File: src/rtl/universal_adder_pkg.sv
// Shared constants for the universal adder/subtractor datapath stage.
package universal_adder_pkg;

    // Mode encoding on the M input.
    localparam logic MODE_ADD = 1'b0;
    localparam logic MODE_SUB = 1'b1;

    // Default operand/result width.
    localparam int DEFAULT_WIDTH = 4;

endpackage : universal_adder_pkg

File: src/rtl/universal_adder_full_adder.sv
// One-bit full adder; the top level chains WIDTH of these into a ripple-carry adder.
module full_adder (
    input  logic a,
    input  logic b,
    input  logic cin,
    output logic sum,
    output logic cout
);

    // Sum is the parity of the three inputs; carry is their majority.
    assign sum  = a ^ b ^ cin;
    assign cout = (a & b) | (a & cin) | (b & cin);

endmodule : full_adder

File: src/rtl/universal_adder.sv
// Two's-complement adder/subtractor with registered sum, carry-out and signed-overflow
// flags. One cycle of latency, one operation per cycle, qualified by in_valid/out_valid.
module universal_adder
    import universal_adder_pkg::*;
#(
    parameter int WIDTH = DEFAULT_WIDTH
) (
    input  logic             clk,
    input  logic             rst_n,
    input  logic             in_valid,
    input  logic [WIDTH-1:0] A,
    input  logic [WIDTH-1:0] B,
    input  logic             M,
    output logic [WIDTH-1:0] S,
    output logic             Cout,
    output logic             V,
    output logic             out_valid
);

    logic [WIDTH-1:0] b_eff;
    logic [WIDTH-1:0] sum_core;
    logic [WIDTH:0]   carry;
    logic             v_core;

    // Subtraction is A + ~B + 1: invert B and inject the +1 as the chain's carry-in.
    assign b_eff    = B ^ {WIDTH{M == MODE_SUB}};
    assign carry[0] = (M == MODE_SUB);

    // Ripple-carry chain, LSB first.
    for (genvar i = 0; i < WIDTH; i++) begin : g_ripple
        full_adder u_fa (
            .a    (A[i]),
            .b    (b_eff[i]),
            .cin  (carry[i]),
            .sum  (sum_core[i]),
            .cout (carry[i+1])
        );
    end

    // Signed overflow: carry into the MSB disagrees with carry out of it. Valid for
    // both modes because subtraction is a genuine addition of the inverted operand.
    assign v_core = carry[WIDTH] ^ carry[WIDTH-1];

    // Output registers: load on an accepted operation, hold otherwise; out_valid pulses.
    // NOTE: non-blocking assignments so every register samples pre-edge values.
    always_ff @(posedge clk or negedge rst_n) begin
        if (!rst_n) begin
            S         <= '0;
            Cout      <= 1'b0;
            V         <= 1'b0;
            out_valid <= 1'b0;
        end else begin
            out_valid <= in_valid;
            if (in_valid) begin
                S    <= sum_core;
                Cout <= carry[WIDTH];
                V    <= v_core;
            end
        end
    end

endmodule : universal_adder

File: config.mk
export PLATFORM = sky130hd
export DESIGN_NAME = universal_adder
export DESIGN_NICKNAME = d
export VERILOG_FILES = /design/src/rtl/universal_adder_pkg.sv /design/src/rtl/universal_adder_full_adder.sv /design/src/rtl/universal_adder.sv
export SDC_FILE = /design/constraint.sdc
export NUM_CORES = 1
export LEC_CHECK = 0
export ABC_AREA = 1
export CAP_MARGIN = 20
export CORE_AREA = 2 2 39 41
export DETAILED_ROUTE_END_ITERATION = 10
export DIE_AREA = 0 0 41 43
export PLACE_DENSITY = 0.62
export SETUP_SLACK_MARGIN = 0.1
export SLEW_MARGIN = 15
export SYNTH_ARGS = -nofsm -noshare
export SYNTH_HDL_FRONTEND = slang
export SYNTH_SLANG_ARGS = --single-unit
File: constraint.sdc
create_clock -name clk -period 1.15 [get_ports clk]
set_input_delay 0.23 -clock clk [delete_from_list [all_inputs] [get_ports clk]]
set_output_delay 0.23 -clock clk [all_outputs]
set_load 0.05 [all_outputs]
; Word level (Yosys, flattened, before mapping)
; Cells that the tools add are included.
[word_totals]
register_bits = 7
input_bits = 12
out_inout_bits = 7
elab_cells = 34
[classes]
bitwise_logic = 30
[op_table]
columns = op, n
row1 = $and A1 B1 Y1, 12
row2 = $xor A1 B1 Y1, 9
row3 = $or A1 B1 Y1, 8
row4 = $xor A4 B4 Y4, 1

; Depth between registers and ports, before layout
[depth]
depth_word = 14
depth_mapped = 10
depth_no_buf = 10

; By module
; From an unflattened synthesis, not the netlist that was laid out.
[hier_totals]
hier_cells = 37
area_unflattened_um2 = 379.1
[by_module_without_submodules]
columns = module, n_inst, cells_per_inst, area_each_um2, seq_area_each_um2
row1 = universal_adder, 1, 33, 299.0, 175.2
row2 = full_adder, 4, 1, 20.0, 0.0

; Worst setup path before layout
; Ideal clock, no wire load.
[synth_path]
path_kind = input-to-reg
from = in M
to = reg V
setup_time_ns = 0.118
arrival_time_ns = 1.820
slack_ns = -0.788
path_stages = 8
path_cell_list = xor2_1 fa_1 fa_1 fa_1 inv_1 nand2_1 nand3_1 nand2_1
[synth_via]
elab_chain_cells = 14
word_cells_on_any_way = 22
cone_classes = bitwise: 22
[synth_lines]
columns = element, line_no
row1 = start: declaration, universal_adder.sv:13  ; input logic M,
row2 = $xor A4 B4 Y4, universal_adder.sv:26  ; assign b_eff = B ^ {WIDTH{M == MODE_SUB}};
row3 = $and A1 B1 Y1, universal_adder_full_adder.sv:12  ; assign cout = (a & b) | (a & cin) | (b & cin);
row4 = $or A1 B1 Y1 (2 in a row), universal_adder_full_adder.sv:12
row5 = $and A1 B1 Y1, universal_adder_full_adder.sv:12
row6 = $or A1 B1 Y1 (2 in a row), universal_adder_full_adder.sv:12
row7 = $and A1 B1 Y1, universal_adder_full_adder.sv:12
row8 = $or A1 B1 Y1 (2 in a row), universal_adder_full_adder.sv:12
row9 = $and A1 B1 Y1, universal_adder_full_adder.sv:12
row10 = $or A1 B1 Y1, universal_adder_full_adder.sv:12
row11 = $or A1 B1 Y1 (*), universal_adder_full_adder.sv:12
row12 = via g_ripple[3].u_fa.cout, universal_adder_full_adder.sv:7  ; output logic cout
row13 = $xor A1 B1 Y1 (*), universal_adder.sv:42  ; assign v_core = carry[WIDTH] ^ carry[WIDTH-1];
row14 = end signal: assignment, universal_adder.sv:57  ; V <= v_core;
row15 = end: declaration, universal_adder.sv:16  ; output logic V,
; Mark *: on every way through the listed nets, which the timed path passes. The rest lies on a longest branch.
; A chain may end at the register's enable or synchronous reset.

; Worst setup path in the final report
[layout_path]
from = in M
to = reg S[3]
[layout_via]
elab_chain_cells = 11
word_cells_on_any_way = 18
cone_classes = bitwise: 18
[layout_lines]
columns = element, line_no
row1 = $xor A4 B4 Y4, universal_adder.sv:26
row2 = $and A1 B1 Y1, universal_adder_full_adder.sv:12
row3 = $or A1 B1 Y1 (2 in a row), universal_adder_full_adder.sv:12
row4 = $and A1 B1 Y1, universal_adder_full_adder.sv:12
row5 = $or A1 B1 Y1 (2 in a row), universal_adder_full_adder.sv:12
row6 = $and A1 B1 Y1, universal_adder_full_adder.sv:12
row7 = $or A1 B1 Y1 (2 in a row), universal_adder_full_adder.sv:12
row8 = $xor A1 B1 Y1 (*), universal_adder_full_adder.sv:11  ; assign sum = a ^ b ^ cin;
row9 = via g_ripple[3].u_fa.sum, universal_adder_full_adder.sv:6  ; output logic sum,
row10 = end signal: assignment, universal_adder.sv:55  ; S <= sum_core;
row11 = end: declaration, universal_adder.sv:14  ; output logic [WIDTH-1:0] S,
; Marks and branches as above.

==> impl_results.md <==
* Most frequent cells in the layout: 19 x nand2_1, 10 x buf_4, 7 x dfrtp_1, 7 x buf_12, 6 x clkdlybuf4s50_1
* Peak supply drop at around 400 uV
* WP data arrival at 1900 ps
* Leak at 0.386 nW
* Post-route setup slack at -566 ps
* Min Tclk post-route at 1720 ps
* Post-synthesis register bit count at 7
* Total grt overflow at 0
* Largest net degree at the start of global routing at 8
* Worst skew pair latency at 240 ps
* P&R area growth vs syn at 106%
* Avg Synthesized Cell Area at 9.19 sq um
* WL/cell at slightly above 9 um
* Outcome: complete, but fails checks
* Rel. slew slack at 0.800
* PwrDens at 1430 mW/mm^2
* RSZ-0062 raised after global routing: true
* Final setup vio count at 4
* Pwr Total at 1.11 mW
* H-tree Lvls at 1
* CP required at 1330 ps
* Global-route wire length before repair at around 1.2 mm
* Fin nets at 89
* Synth warnings at 0
* Initial Util at 0.272
* Initial DRT Pass Iterations at 2
* CTS root buffer: clkbuf_4
* Hold buffers post-CTS at 0
* Period utilisation layout at 1.49
* DRC Markers at 0
* Final HPWL DP at roughly 650 um
* Failing checks: setup timing
* Initial antenna violation count at 0
* Max_cap viols at 0
* Num ports at 19
* Layout cells sized above 1 at 0.466
* Setup CP Type: input pin to register
* Clock transition at the registers of the reported paths at 50 ps
* Final WL at around 800 um
* Worst setup EP type: register
* CTS sink cnt at 7
* Synthesized instance count at 41
* Die Ht at 43 um
* Vias post-DR at 357
* Routed Antenna Nets at 0
* Most common cell after layout, fill and taps aside: nand2_1
* Final Hold Fails at 0
* Mapped cell area at roughly 380 sq um
* Num rows at 14
* Core Region at ~0.0014 sq mm
* CTS Buf Count at 3
* Hold Crit Class: input pin to asynchronous set/reset pin
* Sequential area share after synthesis at 0.465
* Final GP Congestion at between 0.6 and 0.7
* Synthesized Nets at 56
* Hold WS at 237 ps
* Longest Clk Path Bufs at 2
* Worst slew pin tran at between 200 and 300 ps
* Achievable Freq at roughly 580 MHz
* I/O Buffers at 18
* Crit-path max FO at 3
* Vias in the first global route at roughly 330
* Initial DRC Count at 7
* Slew Limit Fails at 0
* Vias per inst at 4.01
* Die X at 41 um
* Netlist cell types at 9
* Die ar. at approximately 0.0018 sq mm
* Startpoint types: input pin
* N_diodes at 0
* Setup Skew at 0 ps
* CTS tree: yes
* Post-Route Setup TNS at -1890 ps
* GRT Total Usage at 0.103
registers in the layout, indices dropped and copies added (netlist names):
name       count
S              4
out_valid      1
V              1
Cout           1
final cells by class:
type                            instances  area [sq um]
Timing Repair Buffer                   28           328
Tap cell                               16          20.0
Clock buffer                            4          26.3
Multi-Input combinational cell         29           208
Sequential cell                         7           175
Inverter                                5          18.8
Fill cell                             117           608
kinds of logic after synthesis:
group	Yosys count	share of synthesized area
DFF	7	0.465
and+or+nand+nor	21	0.213
buffers and inverters	5	0.0498
adders and majority gates	3	0.159
AOI/OAI and AO/OA	2	0.0432
xor gates and xnor gates	3	0.0698
stage by stage:
stage	util	area, sq um	setup WS, ps	std cells
floorplan	-	394	-685	41
global placement	0.491	679	-1270	77
CTS	0.527	729	-641	84
global route	0.561	776	-628	89
detailed placement	0.491	679	-1290	77
finish	0.561	776	-566	89
where the power goes:
| part | total [mW] | internal [mW] | switching (mW) |
|---|---|---|---|
| clock network | 0.215 | 0.132 | 0.0827 |
| logic | 0.563 | 0.302 | 0.261 |
| registers | 0.330 | 0.288 | 0.0422 |
| total | 1.11 | 0.722 | 0.386 |
path summary, 6_finish.rpt:
check                           slack, ps  endpoint  startpoint  cells after the start
max in group asynchronous             690         V       rst_n                      1
worst min-delay path                  240      S[1]       rst_n                      1
worst max-delay path                 -570      S[3]           M                      7
worst min register to register        640      S[1]        S[1]                      3
worst max register to register        380      S[0]        S[0]                      3
min in group clk                      280      S[0]        A[0]                      5
cell usage after synthesis:
cell,count,area [sq um]
fa_1,3,60.1
o21a_1,1,7.51
inv_1,4,15.0
xor2_1,3,26.3
inv_2,1,3.75
o21ai_2,1,8.76
nand2_1,20,75.1
nand3_1,1,5.00
dfrtp_1,7,175
metal layers:
metal | global-route usage | wire length (um) | part of all wire
met1 | 0.107 | 297 | 0.37
met2 | 0.156 | 445 | 0.55
met3 | 0.0209 | 68 | 0.084
met4 | 0.100 | 0 | 0
met5 | 0 | 0 | 0
worst max-delay path, stage by stage:
cell,delay (ps)
buf_8,100
xor2_2,170
fa_2,370
fa_2,410
fa_2,530
nand2_1,50
nand2_1,50
timing repair:
action	in CTS	in global routing
gates resized for setup	22	2
pin swaps	7	6
buffers inserted	3	5
endpoints found under the setup margin	8	10
No activity file was read; power rests on OpenSTA's default activity.
